$ cat src/rtl/instr_encoder_loader.sv
// instr_encoder_loader: encodes RV32I instruction descriptors arriving on a
// valid/ready stream and writes them sequentially into instruction memory.
// While a load session runs, the core is held in reset through cpu_hold.
//
// Ports:
//   clk, reset         rising-edge clock, asynchronous active-high reset
//   load_start         opens a session (only looked at while idle)
//   in_valid/in_ready  descriptor handshake; in_last closes the session
//   in_kind            0=LW 1=SW 2=R 3=BRANCH 4=OP-IMM 5=JAL, 6/7 illegal
//   in_funct3, in_alt  funct3 and the R-type sub/sra selector
//   in_rd/rs1/rs2      register fields
//   in_imm             signed immediate (byte offset for BRANCH/JAL)
//   imem_we/addr/wdata instruction-memory write port (registered)
//   cpu_hold           high for the whole session
//   load_done          one-cycle pulse when the session closes
//   word_count         words written in the current/last session
//   err_illegal        sticky: an illegal kind was received
//   err_overflow       sticky: memory filled before in_last
module instr_encoder_loader #(
   parameter int ADDR_W    = 8,
   parameter int BASE_ADDR = 0
) (
   input  logic              clk,
   input  logic              reset,
   input  logic              load_start,
   input  logic              in_valid,
   output logic              in_ready,
   input  logic              in_last,
   input  logic [2:0]        in_kind,
   input  logic [2:0]        in_funct3,
   input  logic              in_alt,
   input  logic [4:0]        in_rd,
   input  logic [4:0]        in_rs1,
   input  logic [4:0]        in_rs2,
   input  logic [31:0]       in_imm,
   output logic              imem_we,
   output logic [ADDR_W-1:0] imem_addr,
   output logic [31:0]       imem_wdata,
   output logic              cpu_hold,
   output logic              load_done,
   output logic [ADDR_W:0]   word_count,
   output logic              err_illegal,
   output logic              err_overflow
);

   typedef enum logic [1:0] {
      S_IDLE,
      S_LOAD,
      S_FINISH
   } state_t;

   localparam logic [2:0] K_LW  = 3'd0;
   localparam logic [2:0] K_SW  = 3'd1;
   localparam logic [2:0] K_R   = 3'd2;
   localparam logic [2:0] K_BR  = 3'd3;
   localparam logic [2:0] K_OPI = 3'd4;
   localparam logic [2:0] K_JAL = 3'd5;

   localparam logic [6:0] OP_LOAD   = 7'b0000011;
   localparam logic [6:0] OP_STORE  = 7'b0100011;
   localparam logic [6:0] OP_REG    = 7'b0110011;
   localparam logic [6:0] OP_BRANCH = 7'b1100011;
   localparam logic [6:0] OP_IMM    = 7'b0010011;
   localparam logic [6:0] OP_JAL    = 7'b1101111;

   localparam logic [ADDR_W-1:0] BASE = ADDR_W'(BASE_ADDR);

   // Count value just before the memory is full: the next legal write
   // fills the last free word.
   localparam logic [ADDR_W:0] LAST_CNT = {1'b0, {ADDR_W{1'b1}}};

   state_t              state_q, state_d;
   logic [ADDR_W-1:0]   ptr_q, ptr_d;
   logic [ADDR_W:0]     cnt_q, cnt_d;
   logic                we_q, we_d;
   logic [ADDR_W-1:0]   addr_q, addr_d;
   logic [31:0]         wdata_q, wdata_d;
   logic                done_q, done_d;
   logic                ill_q, ill_d;
   logic                ovf_q, ovf_d;

   logic [31:0]         enc;
   logic                legal;
   logic [6:0]          funct7;

   // Immediate bits above 20 are never placed in any format.
   logic                unused_imm;
   assign unused_imm = ^in_imm[31:21];

   assign funct7 = in_alt ? 7'b0100000 : 7'b0000000;

   // Instruction encoder: fields a format does not use stay zero.
   always_comb begin
      enc   = '0;
      legal = 1'b1;
      unique case (in_kind)
         K_LW:
            enc = {in_imm[11:0], in_rs1, 3'b010,
                   in_rd, OP_LOAD};
         K_SW:
            enc = {in_imm[11:5], in_rs2, in_rs1,
                   3'b010, in_imm[4:0], OP_STORE};
         K_R:
            enc = {funct7, in_rs2, in_rs1,
                   in_funct3, in_rd, OP_REG};
         K_BR:
            enc = {in_imm[12], in_imm[10:5],
                   in_rs2, in_rs1, in_funct3,
                   in_imm[4:1], in_imm[11],
                   OP_BRANCH};
         K_OPI:
            enc = {in_imm[11:0], in_rs1,
                   in_funct3, in_rd, OP_IMM};
         K_JAL:
            enc = {in_imm[20], in_imm[10:1],
                   in_imm[11], in_imm[19:12],
                   in_rd, OP_JAL};
         default:
            legal = 1'b0;
      endcase
   end

   // Next-state and datapath control.
   always_comb begin
      state_d = state_q;
      ptr_d   = ptr_q;
      cnt_d   = cnt_q;
      we_d    = 1'b0;
      addr_d  = addr_q;
      wdata_d = wdata_q;
      done_d  = 1'b0;
      ill_d   = ill_q;
      ovf_d   = ovf_q;
      unique case (state_q)
         S_IDLE: begin
            if (load_start) begin
               state_d = S_LOAD;
               ptr_d   = BASE;
               cnt_d   = '0;
               ill_d   = 1'b0;
               ovf_d   = 1'b0;
            end
         end
         S_LOAD: begin
            if (in_valid) begin
               if (legal) begin
                  we_d    = 1'b1;
                  addr_d  = ptr_q;
                  wdata_d = enc;
                  ptr_d   = ptr_q + 1'b1;
                  cnt_d   = cnt_q + 1'b1;
                  if (!in_last && cnt_q == LAST_CNT)
                     ovf_d = 1'b1;
               end else begin
                  ill_d = 1'b1;
               end
               if (in_last || (legal && cnt_q == LAST_CNT))
                  state_d = S_FINISH;
            end
         end
         S_FINISH: begin
            state_d = S_IDLE;
            done_d  = 1'b1;
         end
         default: begin
            state_d = S_IDLE;
         end
      endcase
   end

   always_ff @(posedge clk or posedge reset) begin
      if (reset) begin
         state_q <= S_IDLE;
         ptr_q   <= '0;
         cnt_q   <= '0;
         we_q    <= 1'b0;
         addr_q  <= '0;
         wdata_q <= '0;
         done_q  <= 1'b0;
         ill_q   <= 1'b0;
         ovf_q   <= 1'b0;
      end else begin
         state_q <= state_d;
         ptr_q   <= ptr_d;
         cnt_q   <= cnt_d;
         we_q    <= we_d;
         addr_q  <= addr_d;
         wdata_q <= wdata_d;
         done_q  <= done_d;
         ill_q   <= ill_d;
         ovf_q   <= ovf_d;
      end
   end

   assign in_ready     = (state_q == S_LOAD);
   assign cpu_hold     = (state_q != S_IDLE);
   assign imem_we      = we_q;
   assign imem_addr    = addr_q;
   assign imem_wdata   = wdata_q;
   assign load_done    = done_q;
   assign word_count   = cnt_q;
   assign err_illegal  = ill_q;
   assign err_overflow = ovf_q;

endmodule

$ cat config.mk
export PLATFORM = sky130hd
export DESIGN_NAME = instr_encoder_loader
export DESIGN_NICKNAME = d
export VERILOG_FILES = /design/src/rtl/instr_encoder_loader.sv
export SDC_FILE = /design/constraint.sdc
export NUM_CORES = 1
export LEC_CHECK = 0
export ABC_AREA = 1
export CORE_MARGIN = 3
export CORE_UTILIZATION = 33
export CTS_CLUSTER_SIZE = 10
export DETAILED_ROUTE_END_ITERATION = 7
export PLACE_DENSITY = 0.59
export SLEW_MARGIN = 5
export SYNTH_ARGS = -nofsm -noshare
export SYNTH_HDL_FRONTEND = slang
export SYNTH_SLANG_ARGS = --single-unit
$ cat constraint.sdc
create_clock -name clk -period 1.9 [get_ports clk]
set_input_delay 0.19 -clock clk [delete_from_list [all_inputs] [get_ports clk]]
set_output_delay 0.19 -clock clk [all_outputs]
set_load 0.02 [all_outputs]
# ---- After elaboration in Yosys (flattened, before gate mapping)
# Cells that the tools add are included.
dict set report classes {
  add_sub_neg 2
  n_eq_ne 14
  n_reduce_logical 14
  muxes 27
}
# operator count
set op_table {}
lappend op_table {{$pmux 32 s6} 1}
lappend op_table {{$mux 9} 3}
lappend op_table {{$mux 8} 3}
lappend op_table {{$pmux 9 s2} 1}
lappend op_table {{$pmux 8 s2} 1}
lappend op_table {{$mux 1} 11}
lappend op_table {{$add 9x1->9 const B} 1}
lappend op_table {{$eq 9x8->1 const B} 1}
lappend op_table {{$add 8x1->8 const B} 1}
lappend op_table {{$reduce_and 4->1} 2}
lappend op_table {{$eq 3x2->1 const B} 2}
lappend op_table {{$eq 3x3->1 const B} 2}
lappend op_table {{$mux 2} 3}
lappend op_table {{$mux 6} 1}
lappend op_table {{$ne 2x1->1 const B} 3}
lappend op_table {{$ne 2x2->1 const B} 3}
lappend op_table {{$reduce_and 3->1} 2}
lappend op_table {{$reduce_or 6->1} 1}
lappend op_table {{$reduce_and 5->1} 1}
lappend op_table {{$pmux 1 s2} 2}
lappend op_table {{$pmux 2 s2} 1}
lappend op_table {{$reduce_bool 2->1} 2}
lappend op_table {{$eq 3x1->1 const B} 1}
lappend op_table {{$logic_not 3->1} 1}
lappend op_table {{other kinds (6)} 7}
dict set report word_totals {
  output_inout_bits 55
  input_bits 59
  register_bits 63
  word_cells 66
}

# ---- Depth between registers and ports, before layout
# Gate-level depths: netlist of run 1.
dict set report depth {
  ltp_word 8
  depth_mapped 9
  depth_no_buf 9
}

# ---- Least setup slack after synthesis of run 1
# OpenSTA, ideal clock, no wires.
dict set report synth_timing {
  path_kind {register to register}
  from {register cnt_q[0] (netlist: word_count[0])}
  to {register state_q[1]}
  path_stages_with_launch 9
  path_slack_ns 0.458
  t_arrival_ns 1.328
  setup_ns 0.114
  period_less_slack_ns 1.442
  n_path_buf 0
  required_ns 1.786
  path_cell_list {dfrtp_1 -> ha_1 -> nand3_1 -> nor2_1 -> ha_1 -> nand2_1 -> nand3_1 -> nand3_1 -> inv_1}
}
dict set report synth_between {
  elab_chain_cells 5
}
# item line
set synth_rtl {}
lappend synth_rtl {{start, declared} 74} ;# logic [ADDR_W:0] cnt_q, cnt_d;
lappend synth_rtl {{start signal, assigned} 185} ;# cnt_q <= cnt_d;
lappend synth_rtl {{$eq 9x8->1} 157} ;# if (in_last || (legal && cnt_q == LAST_CNT))
lappend synth_rtl {{$logic_and 1x1->1} 157}
lappend synth_rtl {{$logic_or 1x1->1} 157}
lappend synth_rtl {{$ne 2x1->1 (no source line)} --}
lappend synth_rtl {{$reduce_and 3->1 (no source line)} --}
lappend synth_rtl {{end signal, assigned} 183} ;# state_q <= state_d;
lappend synth_rtl {{end, declared} 72} ;# state_t state_q, state_d;
# No other way between the ends.
# A chain may end at the register's enable or synchronous reset.

# ---- Worst setup path in the final report of run 1
dict set report layout_timing {
  from {register state_q[0]}
  to {output cpu_hold}
}
dict set report layout_between {
  elab_chain_cells 1
}
# item line
set layout_rtl {}
lappend layout_rtl {{$reduce_bool 2->1} 196} ;# assign cpu_hold = (state_q != S_IDLE);
lappend layout_rtl {{end, declared} 39} ;# output logic cpu_hold,
# No other way between the ends.

==> results.json, run 1 <==
{
  "outcome": "complete, no violations",
  "routed_wl_um": 8050,
  "first_pass_iters": 4,
  "ant_nets": 0,
  "final_common_cell": "nand2_1",
  "fmax_ghz": 0.581,
  "dp_cells": 574,
  "cp_max_fo": 5,
  "wire_per_inst_um": 13.6,
  "timing.final.hold_violations": 0,
  "hpwl_um": 5770,
  "arrival_ns": 1.53,
  "nets": 539,
  "cap_violations": 0,
  "ys_seq_elements": 61,
  "setup_viol": 0,
  "fin_cells": 590,
  "power-per-cell-area_nw_per_um2": 1260,
  "min_period_over_period": 0.906,
  "synthArstFlopShare": 1.00,
  "vias_per_cell": 4.75,
  "critPathRequiredTime_ns": 1.71,
  "fillers": 864,
  "crit_chain": "nor2_1 > inv_1 > clkdlybuf4s50_1",
  "n_antenna_cell": 0,
  "rsz0062_at_grt": "false",
  "vias": 2801,
  "r2r_start": "state_q[0]",
  "peakVddDrop_mv": 0.526,
  "cts-root-buf": "clkbuf_8",
  "grt_max_degree": 62,
  "synth_edf_count": 0,
  "synth_flop_cell": "dfrtp_1",
  "grt_overflow": 0,
  "ios": 114,
  "tightestPinTransition_ns": 0.451,
  "fin_skew_ns": 0.00701,
  "finalPower_mw": 5.42,
  "synth_area_per_cell_sq_um": 8.11,
  "synthCells": 368,
  "slew-limit-headroom": 0.699,
  "start_kind": "flip-flop",
  "synth_cell_type_count": 26,
  "critPathLaunch": "state_q[0]",
  "path_class": "reg -> out",
  "cts_buffers": 9,
  "die_x_um": 101,
  "cts_setup_buffers": 0,
  "report.final.slew_viol_count": 0,
  "area_growth_pct": 43.6,
  "fin_setup_tns_ns": 0,
  "h-tree-depth": 3,
  "portBuffers": 102,
  "min_path_type": "in -> async",
  "grt_usage": 0.162,
  "drt_iter0_drc": 106,
  "gp_congestion": 0.784,
  "synth_top_area_cell": "dfrtp_1",
  "grt_antenna_before_repair": 0,
  "cts_tree": "done",
  "multi_input_area_sq_um": 1220,
  "worstSetupEndpointType": "output port",
  "cts_sinks": 61,
  "synth_area_leaders": "dfrtp_1 (51%), nand2_1 (15%), nand3_1 (6.9%), nor2_1 (4.3%), o21ai_0 (3.9%)",
  "finalCriticalPeriod_ns": 1.72,
  "syn_area_sq_um": 2990,
  "crit_slowest_cell": "clkdlybuf4s50_1",
  "ff_latch_area_sq_um": 1530,
  "synth_fp_nets": 430,
  "final_cell_mix": "nand2_1 (118), clkdlybuf4s50_1 (101), dfrtp_1 (61)",
  "critPathMaxStageDelay_ns": 0.61,
  "drcViolationCount": 0,
  "synth.top_cell.area_share": 0.511,
  "seq_area_frac_synth": 0.511,
  "start_util": 0.341,
  "clock_latency_ns": 0.34,
  "crit_family": "buffers and inverters",
  "grt_pass1_vias": 2718,
  "rows": 34,
  "die_y_um": 101,
  "drive_gt1_frac": 0.0809,
  "coreArea_sq_um": 8760,
  "clkTransAtPathRegs_ns": 0.08,
  "clock_path_buffers": 2,
  "power.leakage_nw": 1.93,
  "cp.buffers_inverters": 2,
  "grt_pass1_wl_um": 13100,
  "dieArea_sq_um": 10200,
  "yosys_warnings": 0
}
## worst register-to-register path: stages (launching register included)
cell and delay, ns:
dfrtp_1 0.42, nor2_1 0.08, nand2_1 0.07, nand2_2 0.08, nor2_4 0.37, inv_2 0.23, o21ai_0 0.22
## synth_stat cells, types with 3 or more instances
cell	number
buf_6	6
inv_2	3
dfrtp_1	61
inv_1	27
nand2_2	3
buf_2	5
nand3_1	41
buf_4	4
xor2_1	3
nand4_1	6
nor2_1	34
ha_1	3
nand2_1	118
o21ai_0	23
a31oi_1	16
o21ai_1	3
## layer usage
layer / GRT usage / part of all wire / vias up / wire [um]
met5: 0 / 0 / - / 0
met2: 0.251 / 0.44 / 94 / 3540
met1: 0.227 / 0.48 / 1282 / 3830
met3: 0.0318 / 0.075 / 9 / 601
li1: - / - / 1416 / -
met4: 0.0552 / 0.0096 / 0 / 77
## final timing paths
check	endpoint	slack [ns]	cells after the start
setup / recovery	cpu_hold	0.18	3
hold / removal	imem_wdata[9]	0.23	3
setup reg to reg	word_count[3]	0.35	6
hold reg to reg	imem_addr[4]	0.48	2
max in group asynchronous	imem_wdata[27]	1.40	3
min in group clk	imem_wdata[25]	0.41	3
## through the flow
stage / instance area (sq um) / hold slack, ns / util / worst slack (ns)
floorplan: 2990 / 0.328 / - / 0.197
finish: 4290 / 0.226 / 0.489 / 0.179
global placement: 4110 / 0.464 / 0.469 / 0.0800
CTS: 4290 / 0.240 / 0.489 / 0.146
global route: 4290 / 0.283 / 0.489 / 0.0601
detailed placement: 4110 / 0.467 / 0.469 / 0.0533
## state kept, by name (all words and copies together) (netlist names)
signal / cells
imem_wdata: 30
word_count: 9
imem_addr: 8
ptr_q: 8
state_q: 2
err_illegal: 1
err_overflow: 1
imem_we: 1
load_done: 1
## timing repair
item	4_1_cts	5_1_grt
endpoints found under the setup margin	1	0
resized for setup	1	0
hold buffers	0	0
## layout make-up
cell class,instances,area share
clock buffer,9,0.0289
timing repair buffer,113,0.260
clock inverter,7,0.0120
sequential,61,0.356
tap,108,0.0315
inverter,30,0.0263
multi-input combinational,262,0.285
## kinds of logic after synthesis
family	share of synthesized area
xor gates and xnor gates	0.0117
and+or+nand+nor	0.292
buffers and inverters	0.0788
adders and majority gates	0.0126
DFF	0.511
AOI/OAI and AO/OA	0.0935
## power breakdown
part / switching, mW / internal, mW / total [mW]
logic: 1.39 / 1.08 / 2.47
clock network: 0.553 / 0.476 / 1.03
registers: 0.230 / 1.69 / 1.92
Power figures use the tool's default switching activity.
==> run 2, diff against run 1 <==
Clock period 1.9 ns to 1.7 ns, I/O delays scaled along.
==> run 2 against run 1 <==
  * Register-to-register slack lost 0.16 ns
  * First-iteration DRC count shrank 5.7%
  * Clock-buffer cell count is the same
  * Critical path depth shrank 1
  * Die area is the same
  * Via count grew 1.0%
  * Design area grew 2.4%
  * Routed wire length grew 0.98%
  * Highest routed layer unchanged
  * Worst setup slack lost 0.087 ns
==> results.json, run 2 (same netlist as run 1, synthesis figures left out) <==
{
  "hpwl_um": 5850,
  "power.leakage_nw": 1.98,
  "finalPower_mw": 6.35,
  "crit_chain": "buf_4 > clkdlybuf4s50_1",
  "fmax_ghz": 0.622,
  "critPathMaxStageDelay_ns": 0.60,
  "start_util": 0.341,
  "ant_nets": 0,
  "crit_slowest_cell": "clkdlybuf4s50_1",
  "cts-root-buf": "clkbuf_8",
  "setup_viol": 0,
  "final_cell_mix": "nand2_1 (118), clkdlybuf4s50_1 (100), dfrtp_1 (61)",
  "drt_iter0_drc": 100,
  "arrival_ns": 1.44,
  "peakVddDrop_mv": 0.577,
  "finalCriticalPeriod_ns": 1.61,
  "vias_per_cell": 4.76,
  "cp_max_fo": 6,
  "cts_setup_buffers": 0,
  "outcome": "complete, no violations",
  "ios": 114,
  "gp_congestion": 0.798,
  "h-tree-depth": 3,
  "worstSetupEndpointType": "output port",
  "clock_path_buffers": 2,
  "start_kind": "flip-flop",
  "die_x_um": 101,
  "rsz0062_at_grt": "false",
  "clock_latency_ns": 0.33,
  "report.final.slew_viol_count": 0,
  "nets": 543,
  "rows": 34,
  "timing.final.hold_violations": 0,
  "r2r_cells": 8,
  "whs_ns": 0.212,
  "path_class": "reg -> out",
  "timing.rr.end": "imem_addr[2]",
  "post-route-util": 0.501,
  "clkTransAtPathRegs_ns": 0.07,
  "r2r_start": "state_q[1]",
  "cts_buffers": 9,
  "final_common_cell": "nand2_1",
  "slew-limit-headroom": 0.784,
  "grt_pass1_vias": 2758,
  "wire_per_inst_um": 13.7,
  "rrSetupSlack_ns": 0.19,
  "cts_sinks": 61,
  "tightestPinTransition_ns": 0.323,
  "n_antenna_cell": 0,
  "grt_overflow": 0,
  "min_period_over_period": 0.946,
  "area_growth_pct": 47.0,
  "grt_pass1_wl_um": 13400,
  "critPathLaunch": "word_count[3]",
  "drcViolationCount": 0,
  "portBuffers": 102,
  "first_pass_iters": 4,
  "drive_gt1_frac": 0.0885,
  "cap_violations": 0,
  "grt_usage": 0.167,
  "grt_max_degree": 62,
  "coreArea_sq_um": 8760,
  "routed_wl_um": 8130,
  "power-per-cell-area_nw_per_um2": 1450,
  "dieArea_sq_um": 10200,
  "cts_tree": "done",
  "critPathRequiredTime_ns": 1.53,
  "vias": 2829,
  "fin_skew_ns": 0.0100,
  "die_y_um": 101,
  "min_path_type": "in -> async",
  "largest_reg_flops": 30,
  "grt_antenna_before_repair": 0
}
-- run 2: cell count changes in the layout (fill, tap and decap cells not counted), sizes merged --
cell           before  now
dlygate4sd2         1    2
clkinvlp            2    1
bufinv              0    1
clkdlybuf4s50     101  100
buf                11   15
-- run 2: layout make-up --
type,count,area [sq um]
fill,856,4370
sequential,61,1530
multi-input combinational,262,1220
timing repair buffer,117,1190
tap,108,135
clock buffer,9,124
inverter,30,113
clock inverter,7,73.8
-- run 2: layer usage --
metal	share of wire	routed length, um	track usage	vias up
met5	0	0	0	-
met4	0.0085	69	0.0491	0
met2	0.45	3690	0.264	95
met3	0.068	551	0.0381	6
met1	0.47	3820	0.229	1308
li1	-	-	-	1420
-- run 2: critical path: cells and delay by family (launching register included) --
family / cells / cell delay [ns]
flops: 1 / 0.36
buf+inv: 2 / 0.75
-- run 2: where the power goes --
| group | switching [mW] | internal (mW) |
|---|---|---|
| Clock | 0.611 | 0.681 |
| Sequential | 0.254 | 1.89 |
| Combinational | 1.60 | 1.31 |
| Total | 2.46 | 3.88 |
-- run 2: worst max-delay path by stage --
stage	to	slack [ns]	depth (start not counted)
2_1_floorplan	err_illegal	0.02	1
3_3_place_gp	imem_wdata[3]	0.05	8
3_5_place_dp	imem_addr[5]	-0.001	8
4_1_cts	word_count[3]	0.07	2
5_1_grt	in_ready	0.03	4
6_report	word_count[3]	0.09	2
-- run 2: what timing repair did --
item | in CTS | in global routing
setup endpoints to repair | 2 | 0
hold buffers | 0 | 0
resized for setup | 2 | 0
-- run 2: stage by stage --
stage / std cells / TNS, ns / area, sq um / setup slack (ns)
floorplan: 368 / 0 / 2990 / 0.0170
global placement: 578 / 0 / 4190 / 0.0471
detailed placement: 578 / -0.00137 / 4190 / -0.00137
CTS: 594 / 0 / 4390 / 0.0700
global route: 594 / 0 / 4390 / 0.0256
finish: 594 / 0 / 4390 / 0.0922
